===== src/rtl/vram_pkg.sv =====
`default_nettype none
// +-----------------------------------------------------------------------------+
// | vram_pkg : shared constants, register map and FSM encoding for vram_blitter |
// | Rev 1.0                                                                     |
// +-----------------------------------------------------------------------------+
package vram_pkg;

  localparam int c_aw_default = 13;
  localparam int c_lw_default = 13;

  localparam logic [2:0] c_reg_dst_l = 3'd0;
  localparam logic [2:0] c_reg_dst_h = 3'd1;
  localparam logic [2:0] c_reg_src_l = 3'd2;
  localparam logic [2:0] c_reg_src_h = 3'd3;
  localparam logic [2:0] c_reg_len_l = 3'd4;
  localparam logic [2:0] c_reg_len_h = 3'd5;
  localparam logic [2:0] c_reg_fill  = 3'd6;
  localparam logic [2:0] c_reg_ctrl  = 3'd7;

  localparam int c_ctrl_start  = 0;
  localparam int c_ctrl_mode   = 1;
  localparam int c_ctrl_irq_en = 2;
  localparam int c_ctrl_abort  = 3;
  localparam int c_ctrl_done   = 7;

  typedef enum logic [2:0] {
    ST_IDLE = 3'd0,
    ST_RD   = 3'd1,
    ST_CAP  = 3'd2,
    ST_WR   = 3'd3,
    ST_DONE = 3'd4
  } blt_state_t;

endpackage
`default_nettype wire


===== src/rtl/vram_blitter.sv =====
`default_nettype none
// +-----------------------------------------------------------------------------+
// | vram_blitter : byte fill/copy engine sharing the CPU side of the VRAM port  |
// | Rev 1.0                                                                     |
// +-----------------------------------------------------------------------------+
module vram_blitter
  import vram_pkg::*;
#(
  parameter int AW = c_aw_default,
  parameter int LW = c_lw_default
) (
  input  logic          clk,
  input  logic          reset,
  input  logic          cpu_sel_ram,
  input  logic          cpu_sel_blt,
  input  logic          cpu_we,
  input  logic [AW-1:0] cpu_addr,
  input  logic [7:0]    cpu_din,
  output logic [7:0]    cpu_rdata,
  output logic          m_sel,
  output logic          m_we,
  output logic [AW-1:0] m_addr,
  output logic [7:0]    m_wdata,
  input  logic [7:0]    m_rdata,
  output logic          busy,
  output logic          irq
);

  blt_state_t r_state, w_next_state;

  logic [AW-1:0] r_dst, r_src, r_cur_dst, r_cur_src;
  logic [LW-1:0] r_len, r_cur_len;
  logic [7:0]    r_fill, r_hold, r_rdata;
  logic          r_mode, r_irq_en, r_done, r_rd_blt, r_rd_ram;

  logic          w_busy, w_reg_wr, w_ctrl_wr, w_abort, w_start, w_grant, w_len_zero;
  logic          w_load, w_step, w_capture;
  logic          w_blt_sel, w_blt_we;
  logic [AW-1:0] w_blt_addr;
  logic [7:0]    w_blt_wdata, w_reg_rdata;

  assign w_busy     = r_state inside {ST_RD, ST_CAP, ST_WR};
  assign w_reg_wr   = cpu_sel_blt & cpu_we;
  assign w_ctrl_wr  = w_reg_wr & (cpu_addr[2:0] == c_reg_ctrl);
  assign w_abort    = w_ctrl_wr & cpu_din[c_ctrl_abort] & w_busy;
  assign w_start    = w_ctrl_wr & cpu_din[c_ctrl_start] & ~w_busy;
  assign w_grant    = ~cpu_sel_ram;
  assign w_len_zero = (r_len == '0);

  always_ff @(posedge clk or posedge reset) begin
    if (reset) r_state <= ST_IDLE;
    else       r_state <= w_next_state;
  end

  // Abort in the same cycle also withdraws the port request, so no byte slips out.
  always_comb begin
    w_next_state = r_state;
    w_blt_sel    = 1'b0;
    w_blt_we     = 1'b0;
    w_blt_addr   = '0;
    w_blt_wdata  = 8'h00;
    w_load       = 1'b0;
    w_step       = 1'b0;
    w_capture    = 1'b0;
    case (r_state)
      ST_IDLE, ST_DONE: begin
        w_next_state = ST_IDLE;
        if (w_start && !w_len_zero) begin
          w_load       = 1'b1;
          w_next_state = cpu_din[c_ctrl_mode] ? ST_RD : ST_WR;
        end
      end
      ST_RD: begin
        w_blt_sel  = 1'b1;
        w_blt_addr = r_cur_src;
        if (w_grant) w_next_state = ST_CAP;
      end
      ST_CAP: begin
        w_capture    = 1'b1;
        w_next_state = ST_WR;
      end
      ST_WR: begin
        w_blt_sel   = 1'b1;
        w_blt_we    = 1'b1;
        w_blt_addr  = r_cur_dst;
        w_blt_wdata = r_mode ? r_hold : r_fill;
        if (w_grant) begin
          w_step = 1'b1;
          if (r_cur_len == LW'(1)) w_next_state = ST_DONE;
          else                     w_next_state = r_mode ? ST_RD : ST_WR;
        end
      end
      default: w_next_state = ST_IDLE;
    endcase
    if (w_abort) begin
      w_next_state = ST_IDLE;
      w_blt_sel    = 1'b0;
      w_blt_we     = 1'b0;
      w_step       = 1'b0;
      w_capture    = 1'b0;
    end
  end

  always_comb begin
    m_sel   = 1'b0;
    m_we    = 1'b0;
    m_addr  = '0;
    m_wdata = 8'h00;
    if (cpu_sel_ram) begin
      m_sel   = 1'b1;
      m_we    = cpu_we;
      m_addr  = cpu_addr;
      m_wdata = cpu_din;
    end else if (w_blt_sel) begin
      m_sel   = 1'b1;
      m_we    = w_blt_we;
      m_addr  = w_blt_addr;
      m_wdata = w_blt_wdata;
    end
  end

  always_ff @(posedge clk or posedge reset) begin
    if (reset) begin
      r_dst    <= '0;
      r_src    <= '0;
      r_len    <= '0;
      r_fill   <= 8'h00;
      r_mode   <= 1'b0;
      r_irq_en <= 1'b0;
      r_done   <= 1'b0;
    end else begin
      if (w_reg_wr && !w_busy) begin
        case (cpu_addr[2:0])
          c_reg_dst_l: r_dst[7:0]    <= cpu_din;
          c_reg_dst_h: r_dst[AW-1:8] <= cpu_din[AW-9:0];
          c_reg_src_l: r_src[7:0]    <= cpu_din;
          c_reg_src_h: r_src[AW-1:8] <= cpu_din[AW-9:0];
          c_reg_len_l: r_len[7:0]    <= cpu_din;
          c_reg_len_h: r_len[LW-1:8] <= cpu_din[LW-9:0];
          c_reg_fill:  r_fill        <= cpu_din;
          c_reg_ctrl:  r_mode        <= cpu_din[c_ctrl_mode];
          default: ;
        endcase
      end
      if (w_ctrl_wr) r_irq_en <= cpu_din[c_ctrl_irq_en];
      // Completion outranks a simultaneous clear; clear-then-start lets a zero-length start set done.
      if (w_ctrl_wr && cpu_din[c_ctrl_done]) r_done <= 1'b0;
      if ((w_start && w_len_zero) || w_next_state == ST_DONE || r_state == ST_DONE)
        r_done <= 1'b1;
    end
  end

  always_ff @(posedge clk or posedge reset) begin
    if (reset) begin
      r_cur_dst <= '0;
      r_cur_src <= '0;
      r_cur_len <= '0;
      r_hold    <= 8'h00;
    end else begin
      if (w_load) begin
        r_cur_dst <= r_dst;
        r_cur_src <= r_src;
        r_cur_len <= r_len;
      end else if (w_step) begin
        r_cur_dst <= r_cur_dst + AW'(1);
        r_cur_src <= r_cur_src + AW'(1);
        r_cur_len <= r_cur_len - LW'(1);
      end
      if (w_capture) r_hold <= m_rdata;
    end
  end

  always_comb begin
    w_reg_rdata = 8'h00;
    case (cpu_addr[2:0])
      c_reg_dst_l: w_reg_rdata = r_dst[7:0];
      c_reg_dst_h: w_reg_rdata = {{(16-AW){1'b0}}, r_dst[AW-1:8]};
      c_reg_src_l: w_reg_rdata = r_src[7:0];
      c_reg_src_h: w_reg_rdata = {{(16-AW){1'b0}}, r_src[AW-1:8]};
      c_reg_len_l: w_reg_rdata = r_len[7:0];
      c_reg_len_h: w_reg_rdata = {{(16-LW){1'b0}}, r_len[LW-1:8]};
      c_reg_fill:  w_reg_rdata = r_fill;
      c_reg_ctrl:  w_reg_rdata = {r_done, 4'b0000, r_irq_en, r_mode, w_busy};
      default: ;
    endcase
  end

  always_ff @(posedge clk or posedge reset) begin
    if (reset) begin
      r_rdata  <= 8'h00;
      r_rd_blt <= 1'b0;
      r_rd_ram <= 1'b0;
    end else begin
      if (cpu_sel_blt && !cpu_we) r_rdata <= w_reg_rdata;
      r_rd_blt <= cpu_sel_blt & ~cpu_we;
      r_rd_ram <= cpu_sel_ram & ~cpu_we;
    end
  end

  assign cpu_rdata = r_rd_blt ? r_rdata : (r_rd_ram ? m_rdata : 8'h00);
  assign busy      = w_busy;
  assign irq       = r_done & r_irq_en;

endmodule
`default_nettype wire


===== config.mk =====
export PLATFORM = sky130hd
export DESIGN_NAME = vram_blitter
export DESIGN_NICKNAME = d
export VERILOG_FILES = /design/src/rtl/vram_pkg.sv /design/src/rtl/vram_blitter.sv
export SDC_FILE = /design/constraint.sdc
export NUM_CORES = 1
export LEC_CHECK = 0
export CAP_MARGIN = 5
export CORE_UTILIZATION = 25
export DETAILED_ROUTE_END_ITERATION = 10
export SYNTH_ARGS = -nofsm -noshare
export SYNTH_HDL_FRONTEND = slang
export SYNTH_SLANG_ARGS = --single-unit

===== constraint.sdc =====
create_clock -name clk -period 3.95 [get_ports clk]
set_input_delay 0.5925 -clock clk [delete_from_list [all_inputs] [get_ports clk]]
set_output_delay 0.5925 -clock clk [all_outputs]
set_load 0.02 [all_outputs]

==> impl_metrics.py, run 1 <==
metrics = {
    "run_status": {
        "status": "complete, no violations",
    },
    "worst_setup_path": {
        "rrSetupSlack_ns": 1.66,
        "r2r_cells": 6,
        "cp.required_ns": 3.36,
        "crit_start": "cpu_we",
        "critical_path_class": "primary input to output pin",
        "worstPathArrival_ns": 3.10,
        "reg2reg_from": "r_state[0]",
        "cp-endpoint": "m_addr[2]",
        "regToRegEndpoint": "r_state[0]",
        "worstPathMaxFanout": 13,
        "cp-end-kind": "output pin",
        "startpoint_type": "primary input",
    },
    "global_routing": {
        "grt_pass1_vias": 4919,
        "antenna_found_initial": 1,
        "met1_usage": 0.2196,
        "grt_max_degree": 61,
        "grt_use_met3": 0.03511,
        "gr-total-overflow": 0,
        "globalRoute.busiestLayer": "met2",
        "grt_util_met2": 0.2471,
        "grt_usage": 0.1579,
        "grt_pass1_wl_um": 29370,
    },
    "drt": {
        "ant_nets": 0,
        "drtIter0Drc": 398,
        "vias_per_cell": 5.011,
        "wl_um": 18930,
        "wire_per_inst_um": 18.93,
        "via_count": 5011,
        "drtPass1Iterations": 5,
        "post-route-drc-count": 0,
    },
    "job": {
        "maxCapViolations": 0,
    },
    "placement": {
        "portBuffers": 66,
        "hpwl_um": 13880,
        "dp_slack_ns": 0.2319,
        "gp_congestion": 0.8260,
    },
    "logic_synthesis": {
        "ys_seq_area_frac": 0.4490,
        "synth_flop_cell": "dfrtp_1",
        "synth_edf_count": 0,
        "netlist_area_um2": 6131,
        "ys_async_sr_fraction": 1.000,
        "syn-instance-count": 617,
        "yosys_warnings": 0,
        "synth.distinct_cells": 60,
        "synth_seq_cells": 110,
        "avgSynthCellArea_um2": 9.937,
        "syn_nets": 655,
    },
    "clocking": {
        "h-tree-depth": 3,
        "clkTransAtPathRegs_ns": 0.07,
        "numCtsBuffers": 9,
        "tritoncts": "yes",
        "clock_sinks": 110,
        "hold_buffers": 0,
        "cts_setup_buffers": 0,
        "clock_latency_ns": 0.36,
        "ctsResizeCount": 0,
        "clockBufferDepth": 2,
        "cts-root-buf": "clkbuf_16",
    },
    "floorplanning": {
        "chipHeight_um": 158.6,
        "dieArea_um2": 25150,
        "io_pins": 67,
        "num_rows": 56,
        "die_w_um": 158.6,
        "start_util": 0.2581,
        "core_um2": 23750,
    },
    "final_layout": {
        "syn_to_final_growth_pct": 21.63,
        "fin_nets": 713,
        "fillers": 2429,
        "layout_common_cells": "dfrtp_1, nand2_1, clkdlybuf4s50_1, o21ai_0, mux2_2",
        "layout_commonest_cell": "dfrtp_1",
        "layout-drive-gt1-share": 0.1559,
    },
    "timing": {
        "max_freq_mhz": 271.0,
        "layout_setup_ws_ns": 0.2596,
        "fin_crit_ns": 3.690,
        "worst_pin_slew_ns": 0.7772,
        "finalMaxSlewViolations": 0,
        "timing.hold.ws_ns": 0.4870,
        "setup_viol": 0,
        "finClkSkew_ns": 0.009958,
        "rsz0062_at_grt": "no",
        "hold_violations": 0,
        "setup_tns_ns": 0,
        "relSlewSlack": 0.4771,
        "period_share": 0.9343,
    },
    "power": {
        "ir_worst_vdd_mv": 0.2077,
        "power.density_nw_per_um2": 500.0,
        "power.leakage_nw": 3.133,
    },
    "worst_hold_path": {
        "min_path_type": "register to register",
        "hold_depth": 2,
    },
}
flip-flops by register name (all words and copies together), names as in the netlist:
register / cells
r_cur_dst: 13
r_rd_ram: 1
r_mode: 1
r_src: 13
r_done: 1
r_rdata: 8
r_fill: 8
r_dst: 13
r_cur_src: 13
r_rd_blt: 1
r_irq_en: 1
r_hold: 8
r_len: 13
r_cur_len: 13
r_state: 3
metal layers:
layer  routed length (um)  up-vias
met4                  123        0
met3                  827       13
met5                    0        -
li1                     -     2358
met1                 9113     2513
met2                 8862      127
stage by stage:
step | power, mW | instances | utilization | instance area, um2
2_1_floorplan | 2.416 | 617 | - | 6131
3_3_place_gp | 2.843 | 983 | 0.3021 | 7176
3_5_place_dp | 2.868 | 983 | 0.3021 | 7176
4_1_cts | 3.758 | 999 | 0.3138 | 7455
5_1_grt | 3.957 | 1000 | 0.3139 | 7457
6_report | 3.728 | 1000 | 0.3139 | 7457
how the worst min path moves through the flow:
stage / startpoint / endpoint
after floorplan: r_rdata[6] / r_rdata[6]
after global placement: r_src[2] / r_cur_src[2]
after detailed placement: r_rdata[6] / r_rdata[6]
after CTS: r_src[2] / r_cur_src[2]
after global routing: r_hold[3] / r_hold[3]
final: r_src[2] / r_cur_src[2]
cell families after synthesis:
logic type                 Yosys count  share of synthesized area
adders and majority gates            4                   0.008164
buffers and inverters               49                    0.03551
muxes                               85                     0.1529
AOI/OAI and AO/OA                  137                     0.1520
and+or+nand+nor                    216                     0.1796
DFF                                110                     0.4490
xor gates and xnor gates            16                    0.02286
critical path, stage by stage:
cell             delay [ns]
clkdlybuf4s50_1        0.51
and4_4                 0.28
and3_1                 0.24
nor2_1                 0.19
nand2_1                0.35
o21ai_0                0.28
clkdlybuf4s50_1        0.65
where the power goes:
| part | internal, mW | leakage [nW] | switching [mW] |
|---|---|---|---|
| clock | 0.463 | 0.140 | 0.419 |
| sequential | 1.38 | 1.43 | 0.312 |
| combinational | 0.547 | 1.56 | 0.604 |
synthesized netlist by cell type (9+ instances only):
| cell type | number | area [um2] |
|---|---|---|
| dfrtp_1 | 110 | 2753 |
| nand2_1 | 93 | 349.1 |
| mux2_2 | 51 | 574.3 |
| o21ai_0 | 51 | 255.2 |
| nor2_1 | 41 | 153.9 |
| mux2i_1 | 25 | 250.2 |
| clkbuf_1 | 22 | 82.58 |
| a21oi_1 | 17 | 85.08 |
| a22o_1 | 13 | 113.9 |
| a221o_1 | 12 | 120.1 |
| buf_2 | 12 | 60.06 |
| inv_1 | 11 | 41.29 |
| nand4_1 | 11 | 68.82 |
| nor3_1 | 11 | 55.05 |
| xnor2_1 | 9 | 78.83 |
final cells by class:
class / instances / area (um2) / area share
antenna: 1 / 2.502 / 0.0003356
clock buffer: 13 / 260.3 / 0.03490
clock inverter: 3 / 18.77 / 0.002517
inverter: 11 / 43.79 / 0.005872
multi-input combinational: 458 / 3164 / 0.4243
sequential: 110 / 2753 / 0.3691
tap: 319 / 399.1 / 0.05352
timing repair buffer: 85 / 815.8 / 0.1094
Power figures use the tool's default switching activity.
==> inputs of run 2 (changes only) <==
Settings changed: PLACE_DENSITY set to 0.48.
==> run 2 against run 1 <==
Register-to-register slack worse by 0.22 ns. Critical endpoint is now m_addr[1]. Hold slack better by 0.0081 ns. Die area stayed put. Highest routed layer unchanged. Final area hardly changed. Total power is 1.7% higher. Critical path type unchanged.
==> impl_metrics.py, run 2 (synthesized netlist as in run 1, its figures left out) <==
metrics = {
    "timing": {
        "fin_crit_ns": 3.556,
        "finClkSkew_ns": 0.008835,
        "max_freq_mhz": 281.2,
        "relSlewSlack": 0.4693,
        "setup_tns_ns": 0,
        "setup_viol": 0,
        "worst_pin_slew_ns": 0.7888,
        "period_share": 0.9003,
        "hold_violations": 0,
        "finalMaxSlewViolations": 0,
        "rsz0062_at_grt": "no",
    },
    "worst_setup_path": {
        "cp.required_ns": 3.36,
        "cpPeakStageDelay_ns": 0.63,
        "critical_path_class": "primary input to output pin",
        "slowest_stage": "clkdlybuf4s50_1",
        "cp_top_family": "buffers and inverters",
        "startpoint_type": "primary input",
        "crit_buf_inv": 3,
        "path_cells": "clkdlybuf4s50_1, and4_4, and3_1, nor2_1, nand2_1, buf_4, o21ai_0, clkdlybuf4s50_1",
        "path_common_cell": "clkdlybuf4s50_1",
        "worstPathArrival_ns": 2.96,
        "cp-end-kind": "output pin",
        "worstPathMaxFanout": 12,
    },
    "global_routing": {
        "gr-total-overflow": 0,
        "grt_pass1_wl_um": 30580,
        "antenna_found_initial": 0,
        "grt_pass1_vias": 4868,
        "grt_usage": 0.1667,
        "grt_max_degree": 61,
    },
    "clocking": {
        "clockBufferDepth": 2,
        "hold_buffers": 0,
        "tritoncts": "yes",
        "ctsResizeCount": 0,
        "clock_sinks": 110,
        "cts_setup_buffers": 0,
        "clock_latency_ns": 0.37,
        "clkTransAtPathRegs_ns": 0.08,
        "numCtsBuffers": 9,
        "h-tree-depth": 3,
        "cts-root-buf": "clkbuf_16",
    },
    "job": {
        "maxCapViolations": 0,
    },
    "floorplanning": {
        "die_w_um": 158.6,
        "num_rows": 56,
        "core_um2": 23750,
        "dieArea_um2": 25150,
        "chipHeight_um": 158.6,
        "io_pins": 67,
        "start_util": 0.2581,
    },
    "drt": {
        "post-route-drc-count": 0,
        "via_count": 5016,
        "drtPass1Iterations": 5,
        "wire_per_inst_um": 20.18,
        "ant_nets": 0,
        "wl_um": 20140,
        "drtIter0Drc": 318,
        "vias_per_cell": 5.026,
    },
    "final_layout": {
        "fillers": 2449,
        "syn_to_final_growth_pct": 21.65,
        "fin_nets": 712,
        "diodes": 0,
        "layout-drive-gt1-share": 0.1576,
        "layout_common_cells": "dfrtp_1, nand2_1, clkdlybuf4s50_1, o21ai_0, mux2_2",
        "layout_commonest_cell": "dfrtp_1",
    },
    "run_status": {
        "status": "complete, no violations",
    },
    "power": {
        "ir_worst_vdd_mv": 0.2032,
        "power.density_nw_per_um2": 508.3,
        "p_total_mw": 3.791,
        "power.leakage_nw": 3.135,
    },
    "worst_hold_path": {
        "min_path_type": "register to register",
    },
    "placement": {
        "gp_congestion": 0.8211,
        "portBuffers": 66,
        "hpwl_um": 14580,
    },
}
==> run 2: cell count changes in the layout (fill, tap and decap cells not counted) <==
| cell | delta |
|---|---|
| clkinv_2 | -1 |
| inv_6 | +4 |
| inv_8 | +1 |
| clkbuf_1 | -2 |
| buf_4 | -1 |
| diode_2 | -1 |
| clkinv_4 | -1 |
| clkbuf_8 | -1 |
==> run 2: through the flow <==
step	hold slack (ns)	std cells	utilization	instance area [um2]	setup WS, ns
global route	0.5292	998	0.3140	7458	0.2284
finish	0.4952	998	0.3140	7458	0.3939
CTS	0.4964	998	0.3140	7458	0.3846
global placement	0.4676	982	0.3018	7168	0.4596
detailed placement	0.4777	982	0.3018	7168	0.3952
floorplan	0.4497	617	-	6131	0.4552
==> run 2: worst reg2reg max path, cell delays in order (launching register included) <==
cell	delay, ns
dfrtp_1	0.60
nand3b_4	0.15
a311o_2	0.56
buf_4	0.33
o21ai_4	0.28
o21ai_0	0.17
a221o_1	0.31
==> run 2: cell type report <==
| class | instances | area [um2] | share of cell area |
|---|---|---|---|
| Clock buffer | 10 | 239.0 | 0.03204 |
| Clock inverter | 6 | 51.30 | 0.006878 |
| Inverter | 11 | 43.79 | 0.005872 |
| Multi-Input combinational cell | 458 | 3164 | 0.4243 |
| Sequential cell | 110 | 2753 | 0.3691 |
| Tap cell | 319 | 399.1 | 0.05351 |
| Timing Repair Buffer | 84 | 808.3 | 0.1084 |
==> run 2: power by group <==
group          switching, mW  internal [mW]  leakage [nW]
Clock                  0.476          0.459         0.146
Sequential             0.310           1.38          1.43
Combinational          0.617          0.546          1.56
Total                   1.40           2.39          3.14
==> run 2: final timing paths <==
kind                             from            end  slack [ns]  depth (start not counted)
setup / recovery               cpu_we      m_addr[1]        0.39                          8
hold / removal               r_src[2]   r_cur_src[2]        0.50                          2
setup reg to reg           r_state[0]   r_cur_src[3]        1.44                          6
hold reg to reg              r_src[2]   r_cur_src[2]        0.50                          2
max in group asynchronous       reset  r_cur_src[12]        2.41                          3
min in group asynchronous       reset      r_hold[4]        0.71                          2
==> run 2: metal layers <==
| layer | up-vias | routed length, um | GRT usage |
|---|---|---|---|
| met1 | 2506 | 9653 | 0.2338 |
| met2 | 139 | 9292 | 0.2636 |
| met3 | 12 | 996 | 0.03021 |
| li1 | 2359 | - | - |
| met5 | - | 0 | 0 |
| met4 | 0 | 198 | 0.04029 |
==> inputs of run 3 (changes only) <==
Settings changed: CORE_ASPECT_RATIO set to 0.9, SKIP_LAST_GASP set to 1.
==> run 3 against run 2 <==
Flip-flop and latch count did not move. Combinational power barely moved. Critical path depth decreased by 1. Clock skew rose by 0.0022 ns. Core utilization is 0.15 points lower. Die area about the same. Non-clock buffer count fell by 4. Via count rose by 0.68%. Routed wire length fell by 0.57%. Clock-buffer cell count rose by 1. Critical path type unchanged. Largest cell class unchanged.
==> impl_metrics.py, run 3 (synthesized netlist as in run 1, its figures left out) <==
metrics = {
    "run_status": {
        "status": "complete, no violations",
    },
    "global_routing": {
        "met1_usage": 0.2287,
        "grt_pass1_vias": 5041,
        "grt_usage": 0.1643,
        "gr-total-overflow": 0,
        "grt_util_met2": 0.2573,
        "antenna_found_initial": 0,
        "grt_max_degree": 62,
        "grt_use_met3": 0.03391,
        "globalRoute.busiestLayer": "met2",
        "grt_pass1_wl_um": 30830,
    },
    "worst_hold_path": {
        "hold_path_end": "r_rdata[7]",
        "hold_depth": 2,
        "hp-start": "r_rdata[7]",
        "min_path_type": "register to register",
    },
    "clocking": {
        "tritoncts": "yes",
        "ctsResizeCount": 0,
        "numCtsBuffers": 9,
        "clock_sinks": 110,
        "clkTransAtPathRegs_ns": 0.07,
        "h-tree-depth": 3,
        "clock_latency_ns": 0.36,
        "cts-root-buf": "clkbuf_16",
        "hold_buffers": 0,
        "clockBufferDepth": 2,
        "cts_setup_buffers": 0,
    },
    "floorplanning": {
        "num_rows": 53,
        "die_w_um": 167.1,
        "dieArea_um2": 25150,
        "chipHeight_um": 150.6,
        "io_pins": 67,
        "start_util": 0.2582,
        "core_um2": 23740,
    },
    "timing": {
        "setup_tns_ns": 0,
        "max_freq_mhz": 269.8,
        "hold_violations": 0,
        "layout_setup_ws_ns": 0.2438,
        "period_share": 0.9383,
        "finClkSkew_ns": 0.01108,
        "relSlewSlack": 0.4449,
        "rsz0062_at_grt": "no",
        "fin_crit_ns": 3.706,
        "finalMaxSlewViolations": 0,
        "worst_pin_slew_ns": 0.8326,
        "setup_viol": 0,
    },
    "worst_setup_path": {
        "crit_start": "cpu_we",
        "reg2reg_from": "r_state[0]",
        "cp.required_ns": 3.36,
        "regToRegEndpoint": "r_cur_src[3]",
        "path_cells": "clkdlybuf4s50_1, and4_4, and3_1, nor2_1, nand2_1, o21ai_0, clkdlybuf4s50_1",
        "rrSetupSlack_ns": 1.57,
        "cp-end-kind": "output pin",
        "cp_top_family": "buffers and inverters",
        "slowest_stage": "clkdlybuf4s50_1",
        "worstPathMaxFanout": 13,
        "cpPeakStageDelay_ns": 0.63,
        "path_common_cell": "clkdlybuf4s50_1",
        "crit_buf_inv": 2,
        "r2r_cells": 6,
        "worstPathArrival_ns": 3.11,
        "critical_path_class": "primary input to output pin",
        "startpoint_type": "primary input",
    },
    "drt": {
        "ant_nets": 0,
        "post-route-drc-count": 0,
        "via_count": 5050,
        "wire_per_inst_um": 20.50,
        "wl_um": 20030,
        "vias_per_cell": 5.169,
        "drtIter0Drc": 355,
        "drtPass1Iterations": 5,
    },
    "final_layout": {
        "final_util": 0.3125,
        "layout-drive-gt1-share": 0.1511,
        "syn_to_final_growth_pct": 21.00,
        "layout_commonest_cell": "dfrtp_1",
        "layout_common_cells": "dfrtp_1, nand2_1, clkdlybuf4s50_1, o21ai_0, mux2_2",
        "fin_nets": 708,
        "diodes": 0,
    },
    "power": {
        "power.density_nw_per_um2": 510.4,
        "power.leakage_nw": 3.114,
        "ir_worst_vdd_mv": 0.2029,
        "p_total_mw": 3.786,
    },
    "placement": {
        "portBuffers": 66,
        "hpwl_um": 14510,
        "dp_slack_ns": 0.2386,
        "gp_congestion": 0.7740,
    },
    "job": {
        "maxCapViolations": 0,
    },
}
run 3: cell types whose count changed in the layout (fill, tap and decap cells not counted), sizes merged:
cell and change:
inv -5, buf -4, clkinvlp +2, bufinv +1
clkbuf +1, clkinv +1
run 3: through the flow:
step,std cells,instance area (um2),hold slack (ns)
after global routing,977,7418,0.5250
after floorplan,617,6131,0.4497
after global placement,961,7117,0.4714
after detailed placement,961,7117,0.4730
final,977,7418,0.4887
after CTS,977,7418,0.4900
run 3: worst max path at each step:
stage,to,slack [ns],depth (start not counted)
floorplan,r_cur_dst[0],0.46,1
detailed placement,m_addr[10],0.24,7
global placement,m_addr[0],0.32,7
CTS,m_addr[8],0.23,7
finish,m_addr[2],0.24,7
global route,m_addr[3],0.02,7
run 3: tightest hold or removal path, stage by stage (launching register included):
cell,delay [ns]
dfrtp_1,0.35
nand2_1,0.05
o21ai_0,0.06
run 3: metal layers:
metal  vias up  wire length [um]
met5         -                 0
met4         0               296
met3        15               871
met2       136              9127
met1      2544              9731
li1       2355                 -
run 3: where the power goes:
group          switching, mW  total (mW)  internal [mW]
Clock                  0.440       0.950          0.510
Combinational          0.601        1.14          0.543
Sequential             0.309        1.69           1.38
run 3: cell type report:
cell class	instances	area, um2
Clock inverter	5	58.81
Fill cell	2463	16320
Inverter	11	43.79
Sequential cell	110	2753
Clock buffer	11	242.7
Tap cell	302	377.9
Multi-Input combinational cell	458	3164
Timing Repair Buffer	80	778.2
